### config.mk
export PLATFORM = sky130hd
export DESIGN_NAME = serial_out_frame_sequencer
export DESIGN_NICKNAME = d
export VERILOG_FILES = /design/src/rtl/serial_out_frame_sequencer.sv
export SDC_FILE = /design/constraint.sdc
export NUM_CORES = 1
export LEC_CHECK = 0
export CAP_MARGIN = 25
export CORE_MARGIN = 2
export CORE_UTILIZATION = 50
export CTS_CLUSTER_SIZE = 20
export DETAILED_ROUTE_END_ITERATION = 10
export PLACE_DENSITY_LB_ADDON = 0.3
export SLEW_MARGIN = 10
export SYNTH_ARGS = -nofsm -noshare
export SYNTH_HDL_FRONTEND = slang
export SYNTH_SLANG_ARGS = --single-unit
### constraint.sdc
create_clock -name clk_i -period 3.2 [get_ports clk_i]
set_input_delay 0.48 -clock clk_i [delete_from_list [all_inputs] [get_ports clk_i]]
set_output_delay 0.48 -clock clk_i [all_outputs]
set_load 0.1 [all_outputs]
### src/rtl/serial_out_frame_sequencer.sv
// Generates the FREQ + per-channel DATA byte packets that program diff_freq_serial_out,
// standing in for the UART receiver on the decoder's data/rx_done_tick inputs.

module serial_out_frame_sequencer_chan #(
  parameter int DATA_BIT = 32
) (
  input  logic                clk_i,
  input  logic                rst_ni,
  input  logic                i_we,
  input  logic [DATA_BIT-1:0] i_pattern,
  input  logic [2:0]          i_ctrl,
  output logic [DATA_BIT-1:0] o_pattern,
  output logic [2:0]          o_ctrl
);
  logic [DATA_BIT-1:0] r_pattern;
  logic [2:0]          r_ctrl;

  always_ff @(posedge clk_i or negedge rst_ni) begin
    if (!rst_ni) begin
      r_pattern <= '0;
      r_ctrl    <= '0;
    end else if (i_we) begin
      r_pattern <= i_pattern;
      r_ctrl    <= i_ctrl;
    end
  end

  assign o_pattern = r_pattern;
  assign o_ctrl    = r_ctrl;
endmodule

module serial_out_frame_sequencer #(
  parameter int DATA_BIT   = 32,
  parameter int PACK_NUM   = 9,
  parameter int OUTPUT_NUM = 16,
  parameter int BYTE_GAP   = 2
) (
  input  logic                clk_i,
  input  logic                rst_ni,
  input  logic                cfg_we_i,
  input  logic [3:0]          cfg_addr_i,
  input  logic [DATA_BIT-1:0] cfg_pattern_i,
  input  logic [2:0]          cfg_ctrl_i,
  input  logic                freq_we_i,
  input  logic [DATA_BIT-1:0] freq_pattern_i,
  input  logic [7:0]          slow_period_i,
  input  logic [7:0]          fast_period_i,
  input  logic                frame_start_i,
  output logic                busy_o,
  output logic                frame_done_tick_o,
  output logic [7:0]          data_o,
  output logic                tick_o
);
  localparam int PKT_W    = PACK_NUM * 8;
  localparam int BC_W     = $clog2(PACK_NUM + 1);
  localparam int PI_W     = $clog2(OUTPUT_NUM + 1);
  localparam int GAP_LAST = (BYTE_GAP > 1) ? BYTE_GAP - 2 : 0;
  localparam int GAP_W    = (BYTE_GAP > 2) ? $clog2(BYTE_GAP - 1) : 1;

  typedef enum logic [2:0] {S_IDLE, S_LOAD, S_SEND, S_GAP, S_DONE} state_t;

  state_t                              r_state, w_nxt;
  logic [OUTPUT_NUM-1:0][DATA_BIT-1:0] w_pat;
  logic [OUTPUT_NUM-1:0][2:0]          w_ctrl;
  logic [DATA_BIT-1:0]                 r_freq;
  logic [7:0]                          r_slow, r_fast;
  logic [PKT_W-1:0]                    r_shift, w_pkt;
  logic [BC_W-1:0]                     r_bcnt;
  logic [PI_W-1:0]                     r_pkt_idx;
  logic [GAP_W-1:0]                    r_gap;
  logic [7:0]                          r_last, w_byte;
  logic                                r_pend;
  logic [3:0]                          w_ch;
  logic                                w_go, w_last_byte, w_last_pkt;

  for (genvar g = 0; g < OUTPUT_NUM; g++) begin : gen_chan
    serial_out_frame_sequencer_chan #(.DATA_BIT(DATA_BIT)) u_chan (
      .clk_i     (clk_i),
      .rst_ni    (rst_ni),
      .i_we      (cfg_we_i && (cfg_addr_i == 4'(g))),
      .i_pattern (cfg_pattern_i),
      .i_ctrl    (cfg_ctrl_i),
      .o_pattern (w_pat[g]),
      .o_ctrl    (w_ctrl[g])
    );
  end

  always_ff @(posedge clk_i or negedge rst_ni) begin
    if (!rst_ni) begin
      r_freq <= '0;
      r_slow <= 8'd20;
      r_fast <= 8'd5;
    end else if (freq_we_i) begin
      r_freq <= freq_pattern_i;
      r_slow <= slow_period_i;
      r_fast <= fast_period_i;
    end
  end

  // Packet 0 is FREQ; packet k>0 carries channel k-1.
  assign w_ch = 4'(r_pkt_idx - PI_W'(1));

  always_comb begin
    w_pkt = '0;
    if (r_pkt_idx == '0) begin
      w_pkt[PKT_W-1 -: 8]              = 8'h0A;
      w_pkt[PKT_W-9 -: DATA_BIT]       = r_freq;
      w_pkt[PKT_W-9-DATA_BIT -: 8]     = r_slow;
      w_pkt[PKT_W-17-DATA_BIT -: 8]    = r_fast;
    end else begin
      w_pkt[PKT_W-1 -: 8]              = 8'h0B;
      w_pkt[PKT_W-9 -: DATA_BIT]       = w_pat[w_ch];
      w_pkt[PKT_W-9-DATA_BIT -: 8]     = {w_ch, w_ctrl[w_ch], 1'b0};
    end
  end

  assign w_byte      = r_shift[PKT_W-1 -: 8];
  assign w_last_byte = (r_bcnt == BC_W'(PACK_NUM - 1));
  assign w_last_pkt  = (r_pkt_idx == PI_W'(OUTPUT_NUM));
  assign w_go        = frame_start_i || r_pend;

  always_comb begin
    w_nxt             = r_state;
    tick_o            = 1'b0;
    frame_done_tick_o = 1'b0;
    case (r_state)
      S_IDLE: if (w_go) w_nxt = S_LOAD;
      S_LOAD: w_nxt = S_SEND;
      S_SEND: begin
        tick_o = 1'b1;
        if (w_last_byte && w_last_pkt) w_nxt = S_DONE;
        else if (BYTE_GAP > 1)         w_nxt = S_GAP;
        else                           w_nxt = w_last_byte ? S_LOAD : S_SEND;
      end
      // Gap after the last byte leads to LOAD so inter-packet spacing is BYTE_GAP+1.
      S_GAP: if (r_gap == GAP_W'(GAP_LAST))
        w_nxt = (r_bcnt == BC_W'(PACK_NUM)) ? S_LOAD : S_SEND;
      S_DONE: begin
        frame_done_tick_o = 1'b1;
        w_nxt = w_go ? S_LOAD : S_IDLE;
      end
      default: w_nxt = S_IDLE;
    endcase
  end

  always_ff @(posedge clk_i or negedge rst_ni) begin
    if (!rst_ni) begin
      r_state   <= S_IDLE;
      r_shift   <= '0;
      r_bcnt    <= '0;
      r_pkt_idx <= '0;
      r_gap     <= '0;
      r_last    <= '0;
      r_pend    <= 1'b0;
    end else begin
      r_state <= w_nxt;
      if ((r_state == S_IDLE || r_state == S_DONE) && w_go) begin
        r_pend    <= 1'b0;
        r_pkt_idx <= '0;
      end else if (frame_start_i && r_state != S_IDLE) begin
        r_pend <= 1'b1;
      end
      case (r_state)
        S_LOAD: begin
          r_shift <= w_pkt;
          r_bcnt  <= '0;
        end
        S_SEND: begin
          r_last  <= w_byte;
          r_shift <= {r_shift[PKT_W-9:0], 8'h00};
          r_bcnt  <= r_bcnt + BC_W'(1);
          r_gap   <= '0;
          if (w_last_byte && !w_last_pkt) r_pkt_idx <= r_pkt_idx + PI_W'(1);
        end
        S_GAP:   r_gap <= r_gap + GAP_W'(1);
        default: ;
      endcase
    end
  end

  assign busy_o = (r_state != S_IDLE);
  assign data_o = (r_state == S_SEND) ? w_byte : r_last;
endmodule

==> flow_summary.json <==
{
  "die_w_um": 250.7,
  "track_usage_pct": 25.02,
  "grt_overflow": 0,
  "drt_iter0_markers": 1513,
  "clockBufferDepth": 3,
  "hold_viol_final": 0,
  "cp-start-kind": "flip-flop",
  "grt_setup_unrepaired": "no",
  "preCtsSetupSlack_ns": 0.4764,
  "cts_max_level": 3,
  "end_kind": "output port",
  "netlist_area_mm2": 0.03042,
  "drtAntennaViolNets": 0,
  "routed_via_density": 6.135,
  "synthArstFlopShare_pct": 100.0,
  "fmax_ghz": 0.3310,
  "slowest_delay_ns": 0.47,
  "crit_slowest_cell": "dfrtp_1",
  "cp.arrival_ns": 2.54,
  "wl_um": 76050,
  "status": "completed",
  "syn_to_final_growth_pct": 15.84,
  "core_area_mm2": 0.06025,
  "cts_inserted_buffers": 73,
  "hp-class": "in -> reg",
  "wl_per_cell_um": 26.35,
  "rows": 90,
  "period_minus_slack_ns": 3.021,
  "io_buffers": 102,
  "r2r.worst_path.cells": 6,
  "cts.root.buffer_cell": "clkbuf_16",
  "yosysWarnings": 0,
  "hold_start": "freq_we_i",
  "ys_types": 52,
  "grt_max_degree": 81,
  "hold_end": "r_slow[5]",
  "drive_gt1_share_pct": 46.17,
  "first_global_vias": 19160,
  "clkLatencyLatePin_ns": 0.61,
  "cts_tree": "built",
  "clkSlewWorstSetupHoldPaths_ns": 0.06,
  "power_leakage_nw": 14.75,
  "setup_ws_ns": 0.1790,
  "cpMostUsedCell": "nand2_1",
  "fin_nets": 2141,
  "ios": 103,
  "grt_pass1_wl_um": 118300,
  "fin_skew_ns": 0.02498,
  "synth_area_per_cell_um2": 15.44,
  "cp_max_fo": 37,
  "p_per_area_mw_per_mm2": 661.7,
  "reg2reg_slack_ns": 0.55,
  "initial_core_util_pct": 50.49,
  "synth_top_flop_cell": "dfrtp_1",
  "ir_drop_uv": 440.1,
  "numClockSinks": 686,
  "crit_type": "reg -> out",
  "cts_setup_buffers": 0,
  "die-height_um": 250.7,
  "ys_seq_area_share_pct": 56.45,
  "slew_headroom_pct": 30.83,
  "hold_path_depth": 2,
  "r2r_end": "r_shift[52]",
  "place_congestion": 0.7738,
  "first_pass_iters": 7,
  "place_hpwl_um": 44190,
  "synthesis.nets": 2068,
  "synthCells": 1970,
  "final.fill_count": 4564,
  "tightest_slew_ns": 1.035,
  "dieArea_mm2": 0.06283,
  "num_vias": 17710,
  "worstPathRequired_ns": 2.72,
  "drv_cap": 0,
  "crit_chain": "or3b_1, clkinv_4, buf_6, nand2_1, nand2_1, buf_12",
  "report.final.slew_viol_count": 0,
  "fin_tns_setup_ns": 0,
  "antenna_found_initial": 2,
  "setup_viol": 0,
  "min_period_over_period_pct": 94.41,
  "regToRegStartpoint": "r_state[1]",
  "synth-seq-cells": 686,
  "drc": 0,
  "synth_edf_count": 0
}
==> registers in the layout (all words and copies together), names as in the netlist <==
register	flops
r_fast	8
r_last	8
r_freq	32
r_state	3
gen_chan.u_chan.o_ctrl	48
gen_chan.u_chan.o_pattern	512
r_bcnt	4
r_pend	1
r_gap	1
r_slow	8
r_pkt_idx	5
r_shift	56
==> how the worst max path moves through the flow <==
stage	cells after the start	end	start	slack, ns
floorplan	8	data_o[0]	r_state[0]	0.20
global placement	5	gen_chan[12].u_chan.o_pattern[21]	cfg_addr_i[3]	0.53
detailed placement	5	gen_chan[4].u_chan.o_pattern[17]	cfg_addr_i[3]	0.48
CTS	6	data_o[7]	r_state[0]	0.15
global route	6	data_o[7]	r_state[1]	0.06
finish	6	data_o[7]	r_state[0]	0.18
==> power breakdown <==
part | leakage (nW) | switching (mW) | internal [mW]
Clock | 1.23 | 3.45 | 5.33
Sequential | 8.45 | 0.877 | 10.4
Combinational | 5.07 | 1.17 | 2.06
Total | 14.8 | 5.50 | 17.8
==> placed cells by master (no fill, tap or decap), types with 32 or more instances in the layout <==
cell type and count:
buf_4 32, clkbuf_16 77, mux2i_1 38, dfrtp_1 681, o211ai_1 35, nand2_1 107, clkdlybuf4s50_1 89, a21o_1 35
mux4_2 140, buf_12 38, mux2_2 608, a222oi_1 35
==> through the flow <==
| step | instance area [µm²] | hold slack, ns | utilization [%] | power (mW) | cells |
|---|---|---|---|---|---|
| after floorplan | 30420 | 0.1844 | - | 13.57 | 1970 |
| after global placement | 32700 | 0.4699 | 54.28 | 14.41 | 2749 |
| after detailed placement | 32700 | 0.4776 | 54.28 | 14.71 | 2749 |
| after CTS | 35230 | 0.1516 | 58.48 | 23.51 | 2883 |
| after global routing | 35230 | 0.1812 | 58.48 | 24.30 | 2884 |
| final | 35240 | 0.1736 | 58.49 | 23.32 | 2886 |
==> cell type report <==
cell class,count,area [µm²],area share [%]
Tap cell,782,978.4,2.777
Timing Repair Buffer,163,1933,5.486
Clock inverter,18,252.7,0.7173
Clock buffer,115,2260,6.413
Antenna cell,3,7.507,0.02130
Sequential cell,686,17180,48.74
Inverter,7,31.28,0.08877
Multi-Input combinational cell,1112,12600,35.76
==> kinds of logic (layout without fill, tap and decap cells) <==
family	count (synthesis)	after routing	share of synthesized area, %
adder cells (fa/ha/maj)	6	6	0.2468
other	0	3	0
buffers and inverters	172	303	2.591
flip-flops	686	686	56.45
AO/OA/AOI/OAI	145	145	3.883
AND/OR/NAND/NOR	172	172	2.595
multiplexers	786	786	34.12
XOR/XNOR	3	3	0.1111
==> synth_stat cells, drive strengths merged (8+ instances only) <==
master  count  share of area (%)
a21o       35               0.86
a222oi     35                1.2
clkbuf     74               0.91
mux4      140                 10
buf        91                1.6
nor2       26               0.37
mux2i      38                1.3
o211ai     36               0.90
dfrtp     682                 56
nand2     108                1.3
o21ai       8               0.13
a32o        8               0.26
mux2      608                 23
==> timing repair <==
action / CTS / global route
hold buffers: 1 / 0
resized for setup: 1 / 0
endpoints found under the hold margin: 64 / 0
setup endpoints to repair: 1 / 0
==> worst max-delay path: cells and delay by family (launching register included) <==
kind	cells	cell delay, ns
AND/OR/NAND/NOR	3	0.76
buffers and inverters	3	0.67
flip-flops	1	0.47
==> routing by layer <==
layer	vias to the layer above	part of all wire, %	GRT usage (%)
met1	9604	43	35.24
met5	-	0	0
met3	102	5.7	4.094
met4	0	2.5	7.887
met2	490	48	40.18
li1	7510	-	-
Note: power is estimated with default switching activity, not from simulation.
